## config.mk

```make
export PLATFORM = sky130hd
export DESIGN_NAME = onehot_row_encoder
export DESIGN_NICKNAME = d
export VERILOG_FILES = /design/src/rtl/eight_queen_pkg.sv /design/src/rtl/onehot_row_encoder.sv
export SDC_FILE = /design/constraint.sdc
export NUM_CORES = 1
export LEC_CHECK = 0
export CORE_AREA = 2 2 39 41
export DETAILED_ROUTE_END_ITERATION = 10
export DIE_AREA = 0 0 41 43
export SKIP_LAST_GASP = 1
export SLEW_MARGIN = 20
export SYNTH_ARGS = -nofsm -noshare
export SYNTH_HDL_FRONTEND = slang
export SYNTH_SLANG_ARGS = --single-unit
```

## constraint.sdc

```tcl
create_clock -name vclk -period 1.6
set_clock_uncertainty 0.15 [all_clocks]
set_input_delay 0.24 -clock vclk [all_inputs]
set_output_delay 0.24 -clock vclk [all_outputs]
set_load 0.01 [all_outputs]
```

## src/rtl/eight_queen_pkg.sv

```systemverilog
`default_nettype none
// ============================================================================
// Module   : eight_queen_pkg
// Purpose  : Shared board size, checker state encoding and error codes for
//            the eight-queen solution checker.
// Revision : 1.0 - initial release
// ============================================================================
package eight_queen_pkg;

    // Default board size (rows, columns, out_bus width)
    localparam int c_BOARD_N = 8;

    // Checker state encoding
    typedef logic [2:0] state_t;
    localparam state_t c_ST_IDLE       = 3'd0;
    localparam state_t c_ST_WAIT_READY = 3'd1;
    localparam state_t c_ST_START      = 3'd2;
    localparam state_t c_ST_CAPTURE    = 3'd3;
    localparam state_t c_ST_CHECK      = 3'd4;
    localparam state_t c_ST_REPORT     = 3'd5;

    // Verdict codes reported on error_code
    localparam logic [2:0] c_ERR_OK      = 3'd0;
    localparam logic [2:0] c_ERR_ONEHOT  = 3'd1;
    localparam logic [2:0] c_ERR_COLUMN  = 3'd2;
    localparam logic [2:0] c_ERR_DIAG    = 3'd3;
    localparam logic [2:0] c_ERR_TIMEOUT = 3'd4;

endpackage
`default_nettype wire

```

## src/rtl/onehot_row_encoder.sv

```systemverilog
`default_nettype none
// ============================================================================
// Module   : onehot_row_encoder
// Purpose  : Combinational one-hot row mask to column index converter with a
//            flag telling whether exactly one bit of the mask is set.
// Revision : 1.0 - initial release
// ============================================================================
module onehot_row_encoder
    import eight_queen_pkg::*;
#(
    parameter int N = c_BOARD_N
) (
    input  logic [N-1:0]         mask,
    output logic [$clog2(N)-1:0] index,
    output logic                 is_onehot
);

    localparam int c_W = $clog2(N);

    // OR-reduce the positions of set bits; exact when the mask is one-hot
    always_comb begin
        index     = '0;
        is_onehot = (mask != '0) && ((mask & (mask - N'(1))) == '0);
        for (int k = 0; k < N; k++) begin
            if (mask[k]) begin
                index = index | c_W'(k);
            end
        end
    end

endmodule
`default_nettype wire

```

==> results.py, run 1 <==
metrics = {
    "placed_design": {
        "place_congestion": 0.644,
        "io_buffers": 12,
        "dpl_cell_area_um2": 310,
        "dp_hpwl_um": 369,
    },
    "global_routing": {
        "antenna_found_initial": 0,
        "grtUsageTotal": 0.0529,
        "grt_pass1_vias": 177,
        "grt_max_degree": 6,
        "grt_overflow": 0,
        "grt_pass1_wl_um": 710,
    },
    "timing": {
        "rsz0062_at_grt": "true",
        "finalWorstSetupSlack_ns": -0.260,
        "finalSetupTns_ns": -0.270,
        "max_slew.worst_pin.slew_ns": 0.290,
        "max_freq_ghz": 0.538,
        "hold_slack_ns": 0.665,
        "setup_violations": 2,
        "period_needed_ns": 1.86,
        "relSlewSlack": 0.805,
        "fin_crit_sh": 1.16,
        "slew_violations": 0,
        "hold_viol_final": 0,
    },
    "logic_synthesis": {
        "synth-simple-area-share": 0.638,
        "synth_compound_area_frac": 0.362,
        "synthesis.area_um2": 118,
        "avgSynthCellArea_um2": 8.40,
        "synth_nets": 22,
        "seq_area_frac_synth": 0,
        "syn_inst": 14,
        "synth_top_cell_by_area": "nor4_4",
        "synth.area.top_cells": "nor4_4 18%, nand3b_1 13%, or4_1 13%",
        "ys_types": 12,
        "synth_xor_area_frac": 0,
        "yosys_warnings": 0,
        "synth.area.mux_share": 0,
        "synth_top_family_by_area": "simple AND/OR/NAND/NOR gates",
        "synth_top_cell_area_share": 0.181,
        "synthAdderAreaFrac": 0,
    },
    "cells_and_area": {
        "nets": 44,
        "fin_area_um2": 275,
        "final_util": 0.199,
        "antenna_cells": 0,
        "nFlopsAndLatches": 0,
        "areaGrowthSynthToFinish_pct": 134,
        "seq_area_um2": 0,
        "drive_gt1_frac": 0.618,
        "clock_buffers": 0,
    },
    "detailed_routing": {
        "vias": 203,
        "drc": 0,
        "vias_per_cell": 4.06,
        "ant_nets": 0,
        "wl_per_cell_um": 9.52,
        "routed_wl_um": 476,
        "firstDrtPassIters": 1,
        "drtIter0Drc": 0,
    },
    "worst_setup_path": {
        "worstSetupEndpointType": "primary output",
        "worst_ep_required_time_ns": 1.21,
        "critical_path.startpoint_type": "primary input",
        "slowest_stage": "or3_4",
        "critPathMaxFanout": 3,
        "cp_slowest_stage_delay_ns": 0.39,
        "worst-setup-path-type": "primary input to primary output",
        "crit_chain": "buf_6 -> or3_4 -> nor4_4 -> nand3b_1 -> a31oi_1 -> buf_2",
        "cp.arrival_ns": 1.47,
    },
    "die": {
        "io_pins": 12,
        "chipHeight_um": 43,
        "start_util": 0.0850,
        "dieArea_mm2": 0.00176,
        "die_w_um": 41,
        "num_rows": 14,
        "core_mm2": 0.00138,
    },
    "pwr": {
        "power.density_mw_per_mm2": 190,
        "p_leak_uw": 0.000109,
        "peakVddDrop_v": 0.0000464,
        "power_uw": 52.2,
    },
    "cts": {
        "hold_buffers": 0,
    },
    "run_status": {
        "violations": "negative setup slack",
        "status": "complete, but fails checks",
    },
    "run": {
        "cap_violations": 0,
    },
    "min_path": {
        "worst_hold_path_type": "primary input to primary output",
    },
}
final timing paths:
kind,cells after the start,to,startpoint,slack [ns]
setup / recovery,6,is_onehot,mask[4],-0.26
hold / removal,3,index[1],mask[7],0.66
repair_timing:
| item | 4_1_cts | 5_1_grt |
|---|---|---|
| pin swaps | 5 | 0 |
| resized for setup | 44 | 0 |
| setup endpoints to repair | 4 | 2 |
| setup buffers | 1 | 0 |
power breakdown:
group	total, uW	internal, uW	leakage (uW)	switching (uW)
clock	0	0	0	0
sequential	0	0	0	0
combinational	52.2	30.8	0.000109	21.4
total	52.2	30.8	0.000109	21.4
cells in the final DEF (no fill, tap or decap):
cell | Yosys | layout
o21a_1 | 1 | 1
nand3b_1 | 2 | 2
a31oi_1 | 1 | 1
a2111o_1 | 1 | 1
nor4_4 | 1 | 1
o21ai_0 | 1 | 1
or4_1 | 2 | 2
a21oi_1 | 1 | 1
dlygate4sd2_1 | 0 | 2
or4_2 | 1 | 1
nor2_1 | 1 | 1
buf_6 | 0 | 2
a211oi_1 | 1 | 1
buf_2 | 0 | 9
buf_4 | 0 | 7
or3_4 | 1 | 1
critical path: cells and delay by family:
kind                   cells  cell delay [ns]
AND/OR/NAND/NOR            3             0.79
buffers and inverters      2             0.24
AO/OA/AOI/OAI              1             0.19
through the flow:
stage               worst slack, ns  std cells
floorplan                    0.0448         14
global placement             -0.924         49
detailed placement           -0.918         49
CTS                          -0.242         50
global route                 -0.327         50
finish                       -0.260         50
area by class of cell:
type | count | area (um2)
well taps | 16 | 20.0
repair buffers | 20 | 138
multi-input cells | 14 | 118
fillers | 166 | 1110
synth_stat cells:
master	count
a2111o_1	1
a211oi_1	1
a21oi_1	1
a31oi_1	1
nand3b_1	2
nor2_1	1
nor4_4	1
o21a_1	1
o21ai_0	1
or3_4	1
or4_1	2
or4_2	1
layer usage:
layer | up-vias | track usage | part of all wire
met2 | 11 | 0.0781 | 0.36
met5 | - | 0 | 0
met1 | 87 | 0.0886 | 0.49
met3 | 0 | 0 | 0.15
met4 | 0 | 0 | 0
li1 | 105 | - | -
logic make-up after synthesis:
logic type / count (synthesis)
and+or+nand+nor: 8
AOI/OAI and AO/OA: 6
No activity file was read; power rests on OpenSTA's default activity.
==> inputs of run 2 (changes only) <==
- TNS_END_PERCENT: default -> 10
- clock period: 1.6 -> 2 ns (I/O delays scaled with it)
==> run 2 against run 1 <==
  * The run still ends with negative setup slack left
  * Hold slack gained 0.29 ns
  * Final cell count is the same
  * Die area is the same
  * Non-clock buffer count is the same
  * Final area grew 13%
  * Power shrank 13%
  * First-iteration DRC count is the same
  * Critical endpoint is now index[2]
  * Highest routed layer unchanged
==> results.py, run 2 (same netlist as run 1, synthesis figures left out) <==
metrics = {
    "detailed_routing": {
        "drtIter0Drc": 0,
        "firstDrtPassIters": 1,
        "wl_per_cell_um": 9.52,
        "drc": 0,
        "routed_wl_um": 476,
        "vias": 199,
        "ant_nets": 0,
        "vias_per_cell": 3.98,
    },
    "cells_and_area": {
        "nFlopsAndLatches": 0,
        "final_cell_mix": "8 x buf_4, 4 x dlygate4sd2_1",
        "fin_area_um2": 310,
        "layout_commonest_cell": "buf_4",
        "stdcell_count": 50,
        "multi_input_comb_area_um2": 129,
        "seq_area_um2": 0,
        "areaGrowthSynthToFinish_pct": 164,
        "clock_buffers": 0,
        "nFillCells": 164,
        "drive_gt1_frac": 0.500,
        "nets": 44,
        "antenna_cells": 0,
    },
    "placed_design": {
        "dp_hpwl_um": 383,
        "io_buffers": 12,
        "dpl_cell_area_um2": 310,
        "place_congestion": 0.645,
        "dp_cells": 49,
    },
    "timing": {
        "max_slew.worst_pin.slew_ns": 0.249,
        "setup_violations": 2,
        "fin_crit_sh": 1.01,
        "finalSetupTns_ns": -0.0293,
        "slew_violations": 0,
        "relSlewSlack": 0.833,
        "max_freq_ghz": 0.493,
        "period_needed_ns": 2.03,
        "hold_slack_ns": 0.957,
        "rsz0062_at_grt": "true",
        "hold_viol_final": 0,
        "finalWorstSetupSlack_ns": -0.0275,
    },
    "global_routing": {
        "grt_overflow": 0,
        "grtUsageTotal": 0.0509,
        "use_met3": 0,
        "grt_use_met2": 0.0875,
        "grt_busiest_layer": "met2",
        "grt_max_degree": 6,
        "grt_pass1_vias": 163,
        "met1_usage": 0.0728,
        "grt_pass1_wl_um": 662,
        "antenna_found_initial": 0,
    },
    "pwr": {
        "power.density_mw_per_mm2": 147,
        "peakVddDrop_v": 0.0000309,
        "p_leak_uw": 0.000112,
        "power_uw": 45.6,
    },
    "cts": {
        "hold_buffers": 0,
    },
    "die": {
        "chipHeight_um": 43,
        "core_mm2": 0.00138,
        "dieArea_mm2": 0.00176,
        "num_rows": 14,
        "die_w_um": 41,
        "io_pins": 12,
        "start_util": 0.0850,
    },
    "run_status": {
        "violations": "negative setup slack",
        "status": "complete, but fails checks",
    },
    "worst_setup_path": {
        "worst-setup-path-type": "primary input to primary output",
        "cp.arrival_ns": 1.58,
        "critPathMaxFanout": 5,
        "worstSetupEndpointType": "primary output",
        "critical_path.startpoint_type": "primary input",
        "worst_ep_required_time_ns": 1.55,
    },
    "run": {
        "cap_violations": 0,
    },
    "min_path": {
        "worst_hold_path_type": "primary input to primary output",
    },
}
-- run 2: changes by cell type in the layout (fill, tap and decap cells not counted), moves of 2 or more --
cell	before	now
clkdlybuf4s50_1	0	2
buf_6	2	0
dlygate4sd2_1	2	4
clkdlybuf4s15_1	0	2
buf_2	9	2
-- run 2: path summary, 6_finish.rpt --
| kind | from | end | slack (ns) | cells after the start |
|---|---|---|---|---|
| hold / removal | mask[6] | index[1] | 0.96 | 4 |
| setup / recovery | mask[5] | index[2] | -0.03 | 3 |
-- run 2: per-stage QoR --
stage                      util  worst slack, ns
final                     0.224          -0.0275
after detailed placement  0.224           -0.661
after global placement    0.224           -0.617
after floorplan               -            0.325
after CTS                 0.220          -0.0793
after global routing      0.224          -0.0918
-- run 2: repair_timing --
action,4_1_cts,5_1_grt
pin swaps,4,1
resized for setup,21,3
endpoints found under the setup margin,4,4
setup buffers,1,0
-- run 2: routing by layer --
metal | up-vias | share of wire
met4 | 0 | 0
li1 | 104 | -
met1 | 84 | 0.50
met5 | - | 0
met2 | 11 | 0.36
met3 | 0 | 0.15
-- run 2: final cells by class --
| type | instances | area share |
|---|---|---|
| timing repair buffer | 20 | 0.520 |
| tap | 16 | 0.0645 |
| multi-input combinational | 14 | 0.415 |
-- run 2: report_power, final --
| group | internal [uW] | switching, uW |
|---|---|---|
| Clock | 0 | 0 |
| Sequential | 0 | 0 |
| Combinational | 27.3 | 18.3 |
| Total | 27.3 | 18.3 |
-- run 2: worst max-delay path, cell delays in order --
cell	delay, ns
clkdlybuf4s50_1	0.47
or4_1	0.51
dlygate4sd2_1	0.29
